**src/rtl/button_press_classifier_pkg.sv**
```systemverilog
// Shared types and elaboration-time helpers for the button press classifier.
// Also home of the log2 helper formerly local to the key debouncer.
package btn_pkg;

  typedef enum logic [2:0] {
    IDLE   = 3'd0,
    PRESS1 = 3'd1,
    GAP    = 3'd2,
    HOLD   = 3'd3,
    PRESS2 = 3'd4
  } state_t;

  function automatic int ms_to_cycles(input int freq_hz, input int ms);
    return freq_hz / 1000 * ms;
  endfunction

  function automatic int clog2(input int value);
    int result;
    result = 0;
    while ((1 << result) < value) result++;
    return result;
  endfunction

endpackage

```
**src/rtl/button_press_classifier_if.sv**
```systemverilog
// Debounced key level in, gesture event pulses out.
interface button_press_classifier_if;

  logic db_level;
  logic short_tick;
  logic long_tick;
  logic double_tick;
  logic busy;

  modport master (
    output db_level,
    input  short_tick,
    input  long_tick,
    input  double_tick,
    input  busy
  );

  modport slave (
    input  db_level,
    output short_tick,
    output long_tick,
    output double_tick,
    output busy
  );

endinterface

```
**src/rtl/button_press_classifier_press_timer.sv**
```systemverilog
// Saturating up-counter with synchronous clear; hit flags the last cycle before limit.
module press_timer #(
  parameter int W = 4
) (
  input  logic         clk,
  input  logic         reset,
  input  logic         i_clear,
  input  logic [W-1:0] i_limit,
  output logic         o_hit
);

  logic [W-1:0] r_cnt;

  always_ff @(posedge clk or posedge reset) begin
    if (reset) begin
      r_cnt <= '0;
    end else if (i_clear) begin
      r_cnt <= '0;
    end else if (r_cnt != '1) begin
      r_cnt <= r_cnt + 1'b1;
    end
  end

  assign o_hit = (r_cnt == i_limit - 1'b1);

endmodule

```
**src/rtl/button_press_classifier.sv**
```systemverilog
// Classifies debounced key presses into short, long and double-click gestures,
// emitting a registered one-cycle pulse per gesture.
module button_press_classifier
  import btn_pkg::*;
#(
  parameter int CLK_FREQ_HZ = 50_000_000,
  parameter int LONG_MS     = 800,
  parameter int DOUBLE_MS   = 250
) (
  input logic                      clk,
  input logic                      reset,
  button_press_classifier_if.slave bus
);

  localparam int LONG_CYC = ms_to_cycles(CLK_FREQ_HZ, LONG_MS);
  localparam int DBL_CYC  = ms_to_cycles(CLK_FREQ_HZ, DOUBLE_MS);
  localparam int MAX_CYC  = (LONG_CYC > DBL_CYC) ? LONG_CYC : DBL_CYC;
  localparam int W        = clog2(MAX_CYC + 1);
  localparam logic [W-1:0] LONG_LIM = W'(LONG_CYC);
  localparam logic [W-1:0] DBL_LIM  = W'(DBL_CYC);

  state_t       r_state;
  state_t       w_next;
  logic         r_lvl_q;
  logic         w_rise;
  logic         w_hit;
  logic         w_clear;
  logic [W-1:0] w_limit;
  logic         w_short;
  logic         w_long;
  logic         w_double;
  logic         w_busy;
  logic         r_short;
  logic         r_long;
  logic         r_double;
  logic         r_busy;

  // lvl_q resets high so a key held through reset needs a fresh press.
  always_ff @(posedge clk or posedge reset) begin
    if (reset) r_lvl_q <= 1'b1;
    else       r_lvl_q <= bus.db_level;
  end

  assign w_rise  = bus.db_level & ~r_lvl_q;
  assign w_clear = (w_next != r_state);
  assign w_limit = (r_state == GAP) ? DBL_LIM : LONG_LIM;

  press_timer #(
    .W(W)
  ) u_timer (
    .clk     (clk),
    .reset   (reset),
    .i_clear (w_clear),
    .i_limit (w_limit),
    .o_hit   (w_hit)
  );

  always_ff @(posedge clk or posedge reset) begin
    if (reset) r_state <= IDLE;
    else       r_state <= w_next;
  end

  // Release beats the long timeout in PRESS1; a press beats the timeout in GAP.
  always_comb begin
    w_next = r_state;
    case (r_state)
      IDLE:    if (w_rise) w_next = PRESS1;
      PRESS1: begin
        if (!bus.db_level) w_next = GAP;
        else if (w_hit)    w_next = HOLD;
      end
      GAP: begin
        if (bus.db_level) w_next = PRESS2;
        else if (w_hit)   w_next = IDLE;
      end
      HOLD:    if (!bus.db_level) w_next = IDLE;
      PRESS2:  if (!bus.db_level) w_next = IDLE;
      default: w_next = IDLE;
    endcase
  end

  always_comb begin
    w_short  = (r_state == GAP)    && !bus.db_level && w_hit;
    w_long   = (r_state == PRESS1) &&  bus.db_level && w_hit;
    w_double = (r_state == GAP)    &&  bus.db_level;
    w_busy   = (w_next != IDLE);
  end

  always_ff @(posedge clk or posedge reset) begin
    if (reset) begin
      r_short  <= 1'b0;
      r_long   <= 1'b0;
      r_double <= 1'b0;
      r_busy   <= 1'b0;
    end else begin
      r_short  <= w_short;
      r_long   <= w_long;
      r_double <= w_double;
      r_busy   <= w_busy;
    end
  end

  assign bus.short_tick  = r_short;
  assign bus.long_tick   = r_long;
  assign bus.double_tick = r_double;
  assign bus.busy        = r_busy;

endmodule

```
**src/flat_wrapper.sv**
```systemverilog
// flat-port wrapper written by rule: the top's interface ports become plain ports
module button_press_classifier_flat import btn_pkg::*;
#(
  parameter int CLK_FREQ_HZ = 50_000_000,
  parameter int LONG_MS     = 800,
  parameter int DOUBLE_MS   = 250
)
  (clk, reset, bus_db_level, bus_short_tick, bus_long_tick, bus_double_tick, bus_busy);
  button_press_classifier_if bus_i ();
  input logic clk;
  input logic reset;
  input wire logic [$bits(bus_i.db_level)-1:0] bus_db_level;
  output wire logic [$bits(bus_i.short_tick)-1:0] bus_short_tick;
  output wire logic [$bits(bus_i.long_tick)-1:0] bus_long_tick;
  output wire logic [$bits(bus_i.double_tick)-1:0] bus_double_tick;
  output wire logic [$bits(bus_i.busy)-1:0] bus_busy;
  assign bus_i.db_level = bus_db_level;
  assign bus_short_tick = bus_i.short_tick;
  assign bus_long_tick = bus_i.long_tick;
  assign bus_double_tick = bus_i.double_tick;
  assign bus_busy = bus_i.busy;
  button_press_classifier #(.CLK_FREQ_HZ(CLK_FREQ_HZ), .LONG_MS(LONG_MS), .DOUBLE_MS(DOUBLE_MS)) u_core (.clk(clk), .reset(reset), .bus(bus_i));
endmodule
```
**config.mk**
```make
export PLATFORM = sky130hd
export DESIGN_NAME = button_press_classifier_flat
export DESIGN_NICKNAME = d
export VERILOG_FILES = /design/src/rtl/button_press_classifier_pkg.sv /design/src/rtl/button_press_classifier_if.sv /design/src/rtl/button_press_classifier_press_timer.sv /design/src/rtl/button_press_classifier.sv /design/src/flat_wrapper.sv
export SDC_FILE = /design/constraint.sdc
export NUM_CORES = 1
export LEC_CHECK = 0
export ABC_AREA = 0
export CORE_ASPECT_RATIO = 0.9
export CORE_MARGIN = 3
export CORE_UTILIZATION = 55
export CTS_CLUSTER_DIAMETER = 100
export DETAILED_ROUTE_END_ITERATION = 10
export PLACE_DENSITY = 0.77
export RECOVER_POWER = 50
export SYNTH_ARGS = -nofsm -noshare
export SYNTH_HDL_FRONTEND = slang
export SYNTH_SLANG_ARGS = --single-unit
```
**constraint.sdc**
```tcl
create_clock -name clk -period 2.1 [get_ports clk]
set_clock_uncertainty 0.1 [all_clocks]
set_input_delay 0.525 -clock clk [delete_from_list [all_inputs] [get_ports clk]]
set_output_delay 0.525 -clock clk [all_outputs]
set_load 0.01 [all_outputs]
```
Yosys cells after proc, flatten, opt, wreduce, memory -nomap -nowiden
Cells that the tools add are included.
- logic and storage cells: 38
- output and inout bits: 4
- flip-flop bits (word level): 34
- input bits: 3
- reduce and logical (&&, ||, !) cells: 10
- add/sub/neg operators: 2
- bitwise logic cells: 2
- equality and inequality tests: 7
- multiplexer cells: 10
- operator list (kind ; number):
    26-bit two-way mux ; 3
    26-bit by 1-bit adder with 26-bit output, second input constant ; 1
    26-bit equality test ; 1
    26-bit inequality test, second input constant ; 1
    26-bit by 1-bit subtractor with 26-bit output, second input constant ; 1
    3-bit two-way mux ; 6
    3-bit case mux with 4 select lines ; 1
    3-bit by 2-bit equality test with 1-bit output, second input constant ; 2
    1-bit logical AND ; 5
    3-bit by 1-bit equality test with 1-bit output, second input constant ; 1
    3-bit equality test, second input constant ; 1
    3-bit zero test ; 1
    3-bit inequality test ; 1
    3-bit nonzero test ; 1
    2-bit nonzero test ; 1
    2-bit OR reduction ; 1
    1-bit bitwise AND ; 1
    1-bit zero test ; 1
    1-bit inverter ; 1

Depth between registers and ports, before layout
Gate-level depths: netlist (run 1).
- depth after elaboration: 9
- mapped depth: 7
- mapped depth without buffers: 6

Cells and area by module
From an unflattened synthesis (run 1), not the netlist that was laid out.
- cell total of the unflattened synthesis: 334
- area total of the unflattened synthesis: 2816.5 um^2
- modules (own cells, without submodules) (module ; area an instance (um^2) ; sequential area each (um^2) ; cells each ; times used):
    press_timer ; 2398.6 ; 650.6 ; 290 ; 1
    button_press_classifier ; 417.9 ; 201.4 ; 44 ; 1

Worst setup path before layout (run 1)
No wires, ideal clock.
- path type: reg2reg
- from: reg u_core.u_timer.r_cnt[9]
- to: reg u_core.u_timer.r_cnt[4]
- arrival time: 1830 ps
- cell stages (with the launch flop): 8
- buffers on the path: 2
- clock period less this slack: 2050 ps
- path slack: 50 ps
- required time: 1880 ps
- library setup time: 120 ps
- cells stage by stage: dfrtp_1 -> buf_6 -> or4b_1 -> nor3_2 -> and3_1 -> o2bb2ai_4 -> buf_4 -> nor2_1
- cells in the longest elaborated chain, start to end: 6
- elaborated cells between the ends (all ways): 10
- classes of those cells: eq/ne: 3; mux: 6; reduce/logical: 1
- RTL lines (item ; line ; source):
    start: declaration ; button_press_classifier_press_timer.sv:12 ; logic [W-1:0] r_cnt;
    start signal: assignment ; button_press_classifier_press_timer.sv:20 ; r_cnt <= r_cnt + 1'b1;
    26-bit equality test ; button_press_classifier_press_timer.sv:24 ; assign o_hit = (r_cnt == i_limit - 1'b1);
    3-bit two-way mux (on tied branches) ; button_press_classifier.sv:74, button_press_classifier.sv:70 ;
    3-bit two-way mux (on tied branches) ; button_press_classifier.sv:73, button_press_classifier.sv:69 ;
    3-bit case mux with 4 select lines ; button_press_classifier.sv:66 ; case (r_state)
    3-bit inequality test ; button_press_classifier.sv:45 ; assign w_clear = (w_next != r_state);
    26-bit two-way mux or 2-bit nonzero test (tied branches) ; -- ;
Several ways; a longest one is shown, not always the timed one.
A chain may end at the register's enable or synchronous reset.

Worst setup path after layout (run 1)
- from: reg u_core.u_timer.r_cnt[5]
- to: reg u_core.u_timer.r_cnt[19]
The elaborated chain is that of the path after synthesis.

==> flow_summary.toml, run 1 <==
[routing]
ant_nets = 0
via_per_inst = 6.21
drt-initial-drc-count = 202
routedWlPerCell_um = 16.7
drc = 0
firstDrtPassIters = 4
wl_mm = 5.08
vias = 1887

[pwr]
powerDensity_nw_per_um2 = 819
power_leakage_uw = 0.00102
vdd_drop_max_mv = 0.478
finalPower_uw = 2040

[outcome]
outcome = "finished, final reports clean"

[yosys]
ys.flop_type = "dfrtp_1"
synth_top_area_cell = "dfrtp_1"
ys_seq_area_frac = 0.412
ys_ff_latch = 34
synth_common_cells = "dfrtp_1 (33), nor2_1 (26), o21ai_0 (15)"
synthesis.nets = 227
synth_area_per_cell_sq_um = 9.27
syn_inst = 223
syn_area_sq_um = 2070
ys_warn_count = 0
yosysTopAreaCellShare = 0.399
ys_async_sr_fraction = 1.00
synth_edf_count = 0
yosysMostFrequentCell = "dfrtp_1"
synth_cell_types = 56
ys_top_cells_by_area = "dfrtp_1 (40%), nor2_1 (4.7%), o21ai_0 (3.6%)"

[clock_tree]
insertion_delay_ps = 290
clk_path_buf_depth = 2
cts_tree = "done"
cts_sinks = 34
path_clk_slew_ps = 70
cts_max_level = 2
cts_root_buf = "clkbuf_8"
numCtsBuffers = 5

[critical_path]
crit_type = "reg -> reg"
startpoint_type = "register"
r2r_cells = 5
crit_fanout = 6
worst_setup_path_end_kind = "register"
path_cells = "and4_4 > nand4_4 > a2111o_1 > or3_1 > a21oi_1"
cp.required_ps = 2210
r2r_setup_slack_ps = 90
cp_slowest_stage_delay_ps = 480
cp.arrival_ps = 2120
slowest_stage = "a2111o_1"

[cells_and_area]
area_growth_pct = 20.8
antenna_cells = 0
fillers = 265
layout-drive-gt1-share = 0.223
layoutNonFillerInstCount = 304
nNetsFinal = 264

[die]
die_x_um = 70.6
die-area_sq_um = 4530
core_area_sq_um = 3500
die_h_um = 64.2
rows = 20
io_pins = 7
start_util = 0.590

[hold_path]
whs_path_depth = 2
hp-class = "reg -> reg"

[timing]
setup_viol = 0
worst_pin_slew_ps = 862
fin_ws_ps = 90.8
min_period_over_period = 0.957
hold_viol_final = 0
slew-limit-headroom = 0.426
period_needed_ps = 2010
slew_violations = 0
max_freq_mhz = 498
tns_ps = 0

[grt]
antenna_found_initial = 0
grt_max_degree = 35
grt_util_all_layers = 0.248
grt_pass1_wl_mm = 8.83
grt-ovfl-total = 0
grt_pass1_vias = 1848

[placed_design]
dp_hpwl_mm = 3.55
io_buffers = 6
dp_cells = 295
place.gp.congestion = 0.936
place_ws_ps = -108

[flow_run]
maxCapViolations = 0
-- worst paths after layout --
kind,start,endpoint
max,u_core.u_timer.r_cnt[5],u_core.u_timer.r_cnt[19]
min,u_core.r_state[2],u_core.bus.double_tick
max reg2reg,u_core.u_timer.r_cnt[5],u_core.u_timer.r_cnt[19]
min reg2reg,u_core.r_state[2],u_core.bus.double_tick
max in group asynchronous,reset,u_core.u_timer.r_cnt[6]
min in group asynchronous,reset,u_core.bus.short_tick
-- cells by family (layout without fill, tap and decap cells) --
kind of cell	count (synthesis)	in the layout	share of synthesized area
AND/OR/NAND/NOR	114	114	0.330
AO/OA/AOI/OAI	44	44	0.139
flip-flops	34	34	0.412
buffers and inverters	15	52	0.0478
XOR/XNOR	13	13	0.0551
multiplexers	2	2	0.0103
adder cells (fa/ha/maj)	1	1	0.00605
-- layer usage --
layer,vias up,part of all wire,global-route usage
met5,-,0,0
li1,899,-,-
met1,911,0.46,0.357
met2,68,0.46,0.366
met3,9,0.064,0.0503
met4,0,0.015,0.0986
-- worst max-delay path, delay by kind of cell (launching register included) --
family	cells	cell delay, ps
simple gates	3	740
flops	1	470
compound gates	2	620
-- state kept, by name, indices dropped and copies added, names as in the netlist --
signal,cells
u_core.u_timer.r_cnt,26
u_core.bus.busy,1
u_core.r_lvl_q,1
u_core.bus.double_tick,1
u_core.r_state,3
u_core.bus.short_tick,1
u_core.bus.long_tick,1
-- timing repair --
item / 4_1_cts / 5_1_grt
hold buffers: 0 / 0
endpoints found under the setup margin: 0 / 10
hold endpoints to repair: 0 / 0
buffers inserted: 0 / 2
resized for setup: 0 / 5
-- layout make-up --
type / instances / area [sq um] / area share
Sequential cell: 34 / 853 / 0.342
Timing Repair Buffer: 39 / 327 / 0.131
Inverter: 6 / 22.5 / 0.00902
Clock buffer: 6 / 82.6 / 0.0331
Multi-Input combinational cell: 174 / 1130 / 0.451
Clock inverter: 1 / 30.0 / 0.0120
Tap cell: 44 / 55.1 / 0.0220
-- through the flow --
step	instance area [sq um]	hold WS, ps	utilization
2_1_floorplan	2070	424	-
3_3_place_gp	2380	460	0.679
3_5_place_dp	2380	486	0.679
4_1_cts	2490	496	0.711
5_1_grt	2500	525	0.713
6_report	2500	487	0.713
-- power breakdown --
part / switching [uW] / internal [uW] / leakage, uW / total [uW]
Sequential: 54.2 / 725 / 0.000461 / 779
Clock: 232 / 380 / 0.0000573 / 612
Combinational: 342 / 312 / 0.000503 / 654
-- placed cells by master, fill, tap and decap left out, types with 3 or more instances in the layout --
master           Yosys  final
a21oi_1             12     12
and3_1               7      7
and4_4               2      3
buf_4                1     29
clkbuf_8             0      6
clkdlybuf4s50_1      0      5
dfrtp_1             33     32
inv_1                6      6
nand2_1             13     13
nand3_1              9      9
nand4_1              6      6
nor2_1              26     26
nor3_1               7      7
nor4_1               6      6
nor4b_1              3      3
o21ai_0             15     14
o31ai_1              4      4
or3_1                7      7
or4_1                3      3
xnor2_1              5      5
xor2_1               8      8
Note: power is estimated with default switching activity, not from simulation.
==> run 2, diff against run 1 <==
--- a/config.mk
+++ b/config.mk
@@ -6,6 +6,7 @@
 export NUM_CORES = 1
 export LEC_CHECK = 0
 export ABC_AREA = 0
+export ABC_CLOCK_PERIOD_IN_PS = 2100
 export CORE_ASPECT_RATIO = 0.9
 export CORE_MARGIN = 3
 export CORE_UTILIZATION = 55
==> results of run 2 <==
Final layout, timing and power as in run 1 (identical DEF).
==> run 3, diff against run 2 <==
--- a/config.mk
+++ b/config.mk
@@ -12,6 +12,7 @@
 export CORE_UTILIZATION = 55
 export CTS_CLUSTER_DIAMETER = 100
 export DETAILED_ROUTE_END_ITERATION = 10
+export HOLD_SLACK_MARGIN = 0.15
 export PLACE_DENSITY = 0.77
 export RECOVER_POWER = 50
 export SYNTH_ARGS = -nofsm -noshare
==> results of run 3 <==
Final layout, timing and power as in run 1 (identical DEF).
